--- config.mk ---
export PLATFORM = sky130hd
export DESIGN_NAME = prefetch_queue_flat
export DESIGN_NICKNAME = d
export VERILOG_FILES = /design/src/rtl/prefetch_queue_if.sv /design/src/rtl/prefetch_queue.sv /design/src/flat_wrapper.sv
export SDC_FILE = /design/constraint.sdc
export NUM_CORES = 1
export LEC_CHECK = 0
export BUFFER_PORTS_ARGS = -buffer_cell sky130_fd_sc_hd__buf_2
export CELL_PAD_IN_SITES_DETAIL_PLACEMENT = 0
export CELL_PAD_IN_SITES_GLOBAL_PLACEMENT = 1
export CORE_UTILIZATION = 45
export DETAILED_ROUTE_END_ITERATION = 6
export GPL_TIMING_DRIVEN = 0
export PLACE_DENSITY_LB_ADDON = 0.1
export REMOVE_ABC_BUFFERS = 1
export SYNTH_ARGS = -nofsm -noshare
export SYNTH_HDL_FRONTEND = slang
export SYNTH_SLANG_ARGS = --single-unit
--- constraint.sdc ---
create_clock -name clock -period 5.9 [get_ports clock]
set_input_delay 0.59 -clock clock [delete_from_list [all_inputs] [get_ports clock]]
set_output_delay 0.59 -clock clock [all_outputs]
set_load 0.05 [all_outputs]
--- src/rtl/prefetch_queue_if.sv ---
// Code-fetch bus between the prefetch queue and the memory controller.
//   fetch_req   request, held until fetch_ack
//   fetch_addr  physical code address, stable while fetch_req=1
//   fetch_byte  1: single byte at an odd address on fetch_data[15:8]; 0: word
//   fetch_ack   fetch complete, fetch_data valid this cycle
//   fetch_data  [7:0]=byte at even address, [15:8]=byte at address|1
// Modports: master = prefetch queue, slave = memory controller.
interface prefetch_queue_if #(
    parameter int unsigned ADDR_WIDTH = 20
);
    logic                  fetch_req;
    logic [ADDR_WIDTH-1:0] fetch_addr;
    logic                  fetch_byte;
    logic                  fetch_ack;
    logic [15:0]           fetch_data;

    modport master (
        output fetch_req,
        output fetch_addr,
        output fetch_byte,
        input  fetch_ack,
        input  fetch_data
    );

    modport slave (
        input  fetch_req,
        input  fetch_addr,
        input  fetch_byte,
        output fetch_ack,
        output fetch_data
    );
endinterface

--- src/rtl/prefetch_queue.sv ---
// 8086-style instruction prefetch queue and fetch sequencer.
// Issues byte/word code fetches, buffers up to QUEUE_DEPTH bytes, presents the oldest four
// bytes to decode, retires consumed bytes and flushes on a jump.
// Ports:
//   clock, reset_n      rising-edge clock, asynchronous active-low reset
//   flush, flush_addr   discard the queue and restart fetching at flush_addr
//   fetch_hold          (PREFETCH_HOLD_EN only) suppress new fetch issue while high
//   bus                 code-fetch bus, master side (see prefetch_queue_if)
//   window              {byte3,byte2,byte1,byte0}, byte0 oldest; bytes >= count are don't-care
//   count               valid bytes in the queue
//   consume             bytes retired by decode this cycle
//   consume_err         one-cycle pulse when consume exceeded count (request ignored)
// Configuration macro: PREFETCH_HOLD_EN adds the fetch_hold input.
// count is 3 bits wide, so QUEUE_DEPTH must be an even value in 4..6.
module prefetch_queue #(
    parameter int unsigned            QUEUE_DEPTH = 6,
    parameter int unsigned            ADDR_WIDTH  = 20,
    parameter logic [ADDR_WIDTH-1:0]  RESET_ADDR  = 20'hFFFF0
) (
    input  logic                  clock,
    input  logic                  reset_n,
    input  logic                  flush,
    input  logic [ADDR_WIDTH-1:0] flush_addr,
`ifdef PREFETCH_HOLD_EN
    input  logic                  fetch_hold,
`endif
    prefetch_queue_if.master      bus,
    output logic [31:0]           window,
    output logic [2:0]            count,
    input  logic [2:0]            consume,
    output logic                  consume_err
);

    typedef enum logic [1:0] {StIdle, StFetch, StDiscard} state_e;

    localparam logic [2:0] Depth = 3'(QUEUE_DEPTH);

    state_e                state_q, state_d;
    logic [ADDR_WIDTH-1:0] addr_q, addr_d;
    logic [ADDR_WIDTH-1:0] redirect_q, redirect_d;   // flush target held during DISCARD
    logic [2:0]            count_q, count_d;
    logic                  err_q, err_d;
    logic [7:0]            queue_q [QUEUE_DEPTH];
    logic [7:0]            queue_d [QUEUE_DEPTH];

    logic       can_issue;
    logic       fill_en;
    logic       fill_byte;
    logic [2:0] fill_n;
    logic [2:0] room;
    logic [2:0] need;
    logic       cons_bad;
    logic [2:0] retire;
    logic [2:0] keep;
    int         src;

    always_ff @(posedge clock or negedge reset_n) begin
        if (!reset_n) begin
            state_q    <= StIdle;
            addr_q     <= RESET_ADDR;
            redirect_q <= RESET_ADDR;
            count_q    <= 3'd0;
            err_q      <= 1'b0;
            for (int i = 0; i < QUEUE_DEPTH; i++) begin
                queue_q[i] <= 8'h00;
            end
        end else begin
            state_q    <= state_d;
            addr_q     <= addr_d;
            redirect_q <= redirect_d;
            count_q    <= count_d;
            err_q      <= err_d;
            for (int i = 0; i < QUEUE_DEPTH; i++) begin
                queue_q[i] <= queue_d[i];
            end
        end
    end

    // Next-state: FSM, fetch pointer, queue shift/fill and count.
    always_comb begin
        state_d    = state_q;
        addr_d     = addr_q;
        redirect_d = redirect_q;
        src        = 0;

        // Room check uses the registered count; a consume only ever adds room, so a fill
        // landing while the fetch is outstanding can never overflow.
        room      = Depth - count_q;
        need      = addr_q[0] ? 3'd1 : 3'd2;
        can_issue = (room >= need);
`ifdef PREFETCH_HOLD_EN
        can_issue = can_issue && !fetch_hold;
`endif

        // An odd fetch address is always a single-byte fetch.
        fill_byte = addr_q[0];
        fill_n    = fill_byte ? 3'd1 : 3'd2;
        fill_en   = (state_q == StFetch) && bus.fetch_ack && !flush;

        cons_bad = (consume > count_q);
        retire   = (flush || cons_bad) ? 3'd0 : consume;
        keep     = count_q - retire;

        // Shift out retired bytes, then append fill bytes directly behind the retained ones.
        for (int i = 0; i < QUEUE_DEPTH; i++) begin
            src = i + int'(retire);
            queue_d[i] = (src < QUEUE_DEPTH) ? queue_q[src] : 8'h00;
            if (fill_en) begin
                if (fill_byte) begin
                    if (i == int'(keep)) queue_d[i] = bus.fetch_data[15:8];
                end else begin
                    if (i == int'(keep))     queue_d[i] = bus.fetch_data[7:0];
                    if (i == int'(keep) + 1) queue_d[i] = bus.fetch_data[15:8];
                end
            end
        end

        count_d = flush ? 3'd0 : (keep + (fill_en ? fill_n : 3'd0));
        err_d   = !flush && cons_bad;

        unique case (state_q)
            StIdle: begin
                if (flush) begin
                    addr_d = flush_addr;
                end else if (can_issue) begin
                    state_d = StFetch;
                end
            end
            StFetch: begin
                if (bus.fetch_ack) begin
                    // A flush coinciding with the ack needs no discard: the cycle is done.
                    state_d = StIdle;
                    addr_d  = flush ? flush_addr
                                    : addr_q + (fill_byte ? ADDR_WIDTH'(1) : ADDR_WIDTH'(2));
                end else if (flush) begin
                    state_d    = StDiscard;
                    redirect_d = flush_addr;
                end
            end
            StDiscard: begin
                if (bus.fetch_ack) begin
                    state_d = StIdle;
                    addr_d  = flush ? flush_addr : redirect_q;
                end else if (flush) begin
                    redirect_d = flush_addr;
                end
            end
            default: begin
                state_d = StIdle;
            end
        endcase
    end

    // fetch_addr stays at the in-flight address through DISCARD, so the bus cycle is never
    // altered mid-flight; the redirect is applied only on the ack.
    always_comb begin
        bus.fetch_req  = (state_q != StIdle);
        bus.fetch_addr = addr_q;
        bus.fetch_byte = (state_q != StIdle) && addr_q[0];
        window         = {queue_q[3], queue_q[2], queue_q[1], queue_q[0]};
        count          = count_q;
        consume_err    = err_q;
    end

endmodule

--- src/flat_wrapper.sv ---
// flat-port wrapper written by rule: the top's interface ports become plain ports
module prefetch_queue_flat 
#(
    parameter int unsigned            QUEUE_DEPTH = 6,
    parameter int unsigned            ADDR_WIDTH  = 20,
    parameter logic [ADDR_WIDTH-1:0]  RESET_ADDR  = 20'hFFFF0
)
  (clock, reset_n, flush, flush_addr, window, count, consume, consume_err, bus_fetch_req, bus_fetch_addr, bus_fetch_byte, bus_fetch_ack, bus_fetch_data);
  prefetch_queue_if #(.ADDR_WIDTH(ADDR_WIDTH)) bus_i ();
  input  logic clock;
  input  logic reset_n;
  input  logic flush;
  input  logic [ADDR_WIDTH-1:0] flush_addr;
  output logic [31:0] window;
  output logic [2:0] count;
  input  logic [2:0] consume;
  output logic consume_err;
  output wire logic [$bits(bus_i.fetch_req)-1:0] bus_fetch_req;
  output wire logic [$bits(bus_i.fetch_addr)-1:0] bus_fetch_addr;
  output wire logic [$bits(bus_i.fetch_byte)-1:0] bus_fetch_byte;
  input wire logic [$bits(bus_i.fetch_ack)-1:0] bus_fetch_ack;
  input wire logic [$bits(bus_i.fetch_data)-1:0] bus_fetch_data;
  assign bus_fetch_req = bus_i.fetch_req;
  assign bus_fetch_addr = bus_i.fetch_addr;
  assign bus_fetch_byte = bus_i.fetch_byte;
  assign bus_i.fetch_ack = bus_fetch_ack;
  assign bus_i.fetch_data = bus_fetch_data;
  prefetch_queue #(.QUEUE_DEPTH(QUEUE_DEPTH), .ADDR_WIDTH(ADDR_WIDTH), .RESET_ADDR(RESET_ADDR)) u_core (.clock(clock), .reset_n(reset_n), .flush(flush), .flush_addr(flush_addr), .bus(bus_i), .window(window), .count(count), .consume(consume), .consume_err(consume_err));
endmodule
==> summary.md <==
| Metric | Value |
|---|---|
| Static leakage | `3.59 nW` |
| Fraction of synthesis flops using an asynchronous set or reset pin | `1.00` |
| Placed instance area | `0.00835 mm2` |
| Htree depth | `3` |
| Final weighted congestion in routability-driven placement | `0.887` |
| Number of nets at the end of the flow | `1084` |
| Total Routing Usage GR | `0.323` |
| CTS clock-pin slew for the worst setup and hold paths | `about 80 ps` |
| Synth warnings | `0` |
| Initial Utilization | `0.462` |
| Number of different library cells in the post-synthesis netlist | `79` |
| Gate count of the mapped netlist | `around 1000` |
| Layout area overhead | `8.99%` |
| Half-perimeter wire length after detailed placement | `approximately 19 mm` |
| Number of I/O pins | `101` |
| DRT Pass-1 Iters | `6` |
| HP Class | `in -> async` |
| RSZ-0062 raised after global routing | `false` |
| CTS tree | `yes` |
| Overall die height | `136 um` |
| Final hold violation count | `0` |
| Final-report max-slew violation count | `0` |
| Combined area of the multi-input logic cells | `0.00508 mm2` |
| Smallest hold slack | `247 ps` |
| Share of post-route cells with drive strength above 1 | `0.214` |
| Achievable Freq | `176 MHz` |
| Residual antenna-violating net count after detailed routing | `0` |
| CTS sink count | `94` |
| DRC violation count after routing | `0` |
| Iteration-0 DRC count of the detailed router | `787` |
| PwrDens | `590 mW/mm2` |
| Commonest non-fill, non-tap cells in the layout | `nand2_1, nor2_1, buf_2` |
| Final critical path time including I/O delays and setup | `5670 ps` |
| Setup tns final | `0 ps` |
| Post-DR vias/cell | `around 6.5` |
| Latest clock arrival within the worst-skew pair | `360 ps` |
| Critical path peak fanout | `34` |
| Category of the most critical setup path | `in -> reg` |
| N_diodes | `0` |
| Register area share after synthesis | `0.297` |
| Wire per inst | `23.4 um` |
| Number of global-route vias before repair | `7401` |
| Worst vdd ir | `between 0.2 and 0.3 mV` |
| Wire length of the first global-routing pass | `44.3 mm` |
| Startpoint type of the worst setup path | `primary input` |
| Total vias in the final route | `8065` |
| Outcome | `finished, final reports clean` |
| Netlist area before placement | `about 0.008 mm2` |
| FF+latch area | `0.00239 mm2` |
| Number of synthesized register bits | `94` |
| Max-cap violation count | `0` |
| Total Routed Length | `slightly below 30 mm` |
| Full die area | `0.0184 mm2` |
| Count of non-filler cells in the finished layout | `1248` |
| Count of hold-fix buffers inserted at cts | `0` |
| Area of the core | `0.0174 mm2` |
| CP required | `between 6000 and 7000 ps` |
| Worst-case clock skew | `12.6 ps` |
| Buffer depth of the longest clock path | `2` |
| Initial antenna violation count | `1` |
| Total of endpoints with negative setup slack in the final report | `0` |
| Cell row count | `48` |
| Horizontal extent of the die | `136 um` |
| Most instantiated flip-flop cell in the synthesis netlist | `dfrtp_1` |
| Slew at the pin closest to its max-slew limit | `1390 ps` |
| # placed instances | `1223` |
| Clk root buf | `clkbuf_16` |
| Total power after layout | `5.18 mW` |
| Fin area | `between 0.008 and 0.009 mm2` |
| IO buf count | `100` |
| Worst Path Arrival | `5960 ps` |
| Critical path capture point type | `flip-flop` |
| Avg Cell Area, Syn | `8.09 um2` |
| Maximum number of pins on one net before global-route repair | `55` |
| Count of fill cells added during filler insertion | `1781` |
| Remaining Overflow, GRT | `0` |
| Most common cell after layout, fill and taps aside | `nand2_1` |
| Number of synthesized flops with an enable pin | `0` |
| Final critical-path share of the clock period | `0.962` |
| CTS buffer count | `9` |
| Max transition margin | `0.0741` |
[what timing repair did]
item	CTS	global route
setup endpoints to repair	49	47
setup buffers	1	8
resized for setup	12	6
pin swaps	1	5
[final cells by class]
type	instances	area share
clock buffers	9	0.0257
clock inverters	7	0.00770
inverters	24	0.0117
multi-input cells	778	0.579
flip-flops and latches	94	0.273
well taps	225	0.0321
repair buffers	111	0.0711
[logic make-up after synthesis]
group | after synthesis | share of synthesized area
compound gates | 337 | 0.285
simple gates | 318 | 0.177
buf+inv | 124 | 0.0774
flops | 94 | 0.297
mux | 77 | 0.0997
xor+xnor | 23 | 0.0259
fa+ha+maj | 23 | 0.0376
[worst max-delay path: stages]
cell and delay [ps]:
buf_4 390, ha_1 360, and3b_1 230, o21ai_4 420
nand2_8 330, clkinv_8 280, ha_1 180, inv_1 40
fa_1 410, xnor2_1 310, o211ai_1 240, o211ai_4 160
inv_2 160, ha_1 420, nand2_1 130, nor3_2 750
nand2_1 110, o21ai_1 140, o21ai_1 90, a31oi_1 160
[worst paths after layout]
kind | startpoint | to | slack, ps | depth (start not counted)
hold / removal | reset_n | u_core.window[29] | 250 | 1
setup reg to reg | u_core.count[2] | u_core.window[19] | 290 | 20
hold reg to reg | u_core.bus.fetch_addr[12] | u_core.bus.fetch_addr[12] | 500 | 2
max in group asynchronous | reset_n | u_core.redirect_q[13] | 4870 | 2
setup / recovery | consume[1] | u_core.window[19] | 230 | 20
min in group clock | flush_addr[9] | u_core.redirect_q[9] | 470 | 2
[flip-flops by register name (all words and copies together) (netlist names)]
| name | cells |
|---|---|
| u_core.window | 32 |
| u_core.bus.fetch_addr | 20 |
| u_core.redirect_q | 20 |
| u_core.queue_q | 16 |
| u_core.count | 3 |
| u_core.state_q | 2 |
| u_core.consume_err | 1 |
[metrics by stage]
stage          utilization  worst slack (ps)
3_3_place_gp         0.477             -2640
5_1_grt              0.504              29.2
3_5_place_dp         0.479             -2580
2_1_floorplan            -              -168
6_report             0.504               225
4_1_cts              0.499              12.9
[Yosys cell counts (20+ instances only)]
cell type,n,share of area
a21oi_1,42,0.026
a22oi_1,33,0.031
a31oi_1,30,0.023
buf_4,35,0.033
clkbuf_1,48,0.022
dfrtp_1,62,0.19
dfstp_2,32,0.10
ha_1,21,0.033
inv_1,20,0.0093
mux2_2,26,0.036
mux2i_1,51,0.063
nand2_1,115,0.054
nor2_1,100,0.047
nor3_1,40,0.025
o21ai_0,50,0.031
o21ai_1,44,0.027
o22ai_1,23,0.018
[power by group]
part,internal [mW],switching (mW)
clock,0.297,0.305
combinational,1.02,2.22
sequential,1.02,0.321
[per-layer routing]
layer / vias to the layer above / wire [um] / track usage
met3: 67 / 2590 / 0.0685
met1: 3887 / 12300 / 0.433
met5: - / 13 / 0
met4: 2 / 879 / 0.128
li1: 3717 / - / -
met2: 392 / 13400 / 0.503
(Power assumes the default switching activity.)
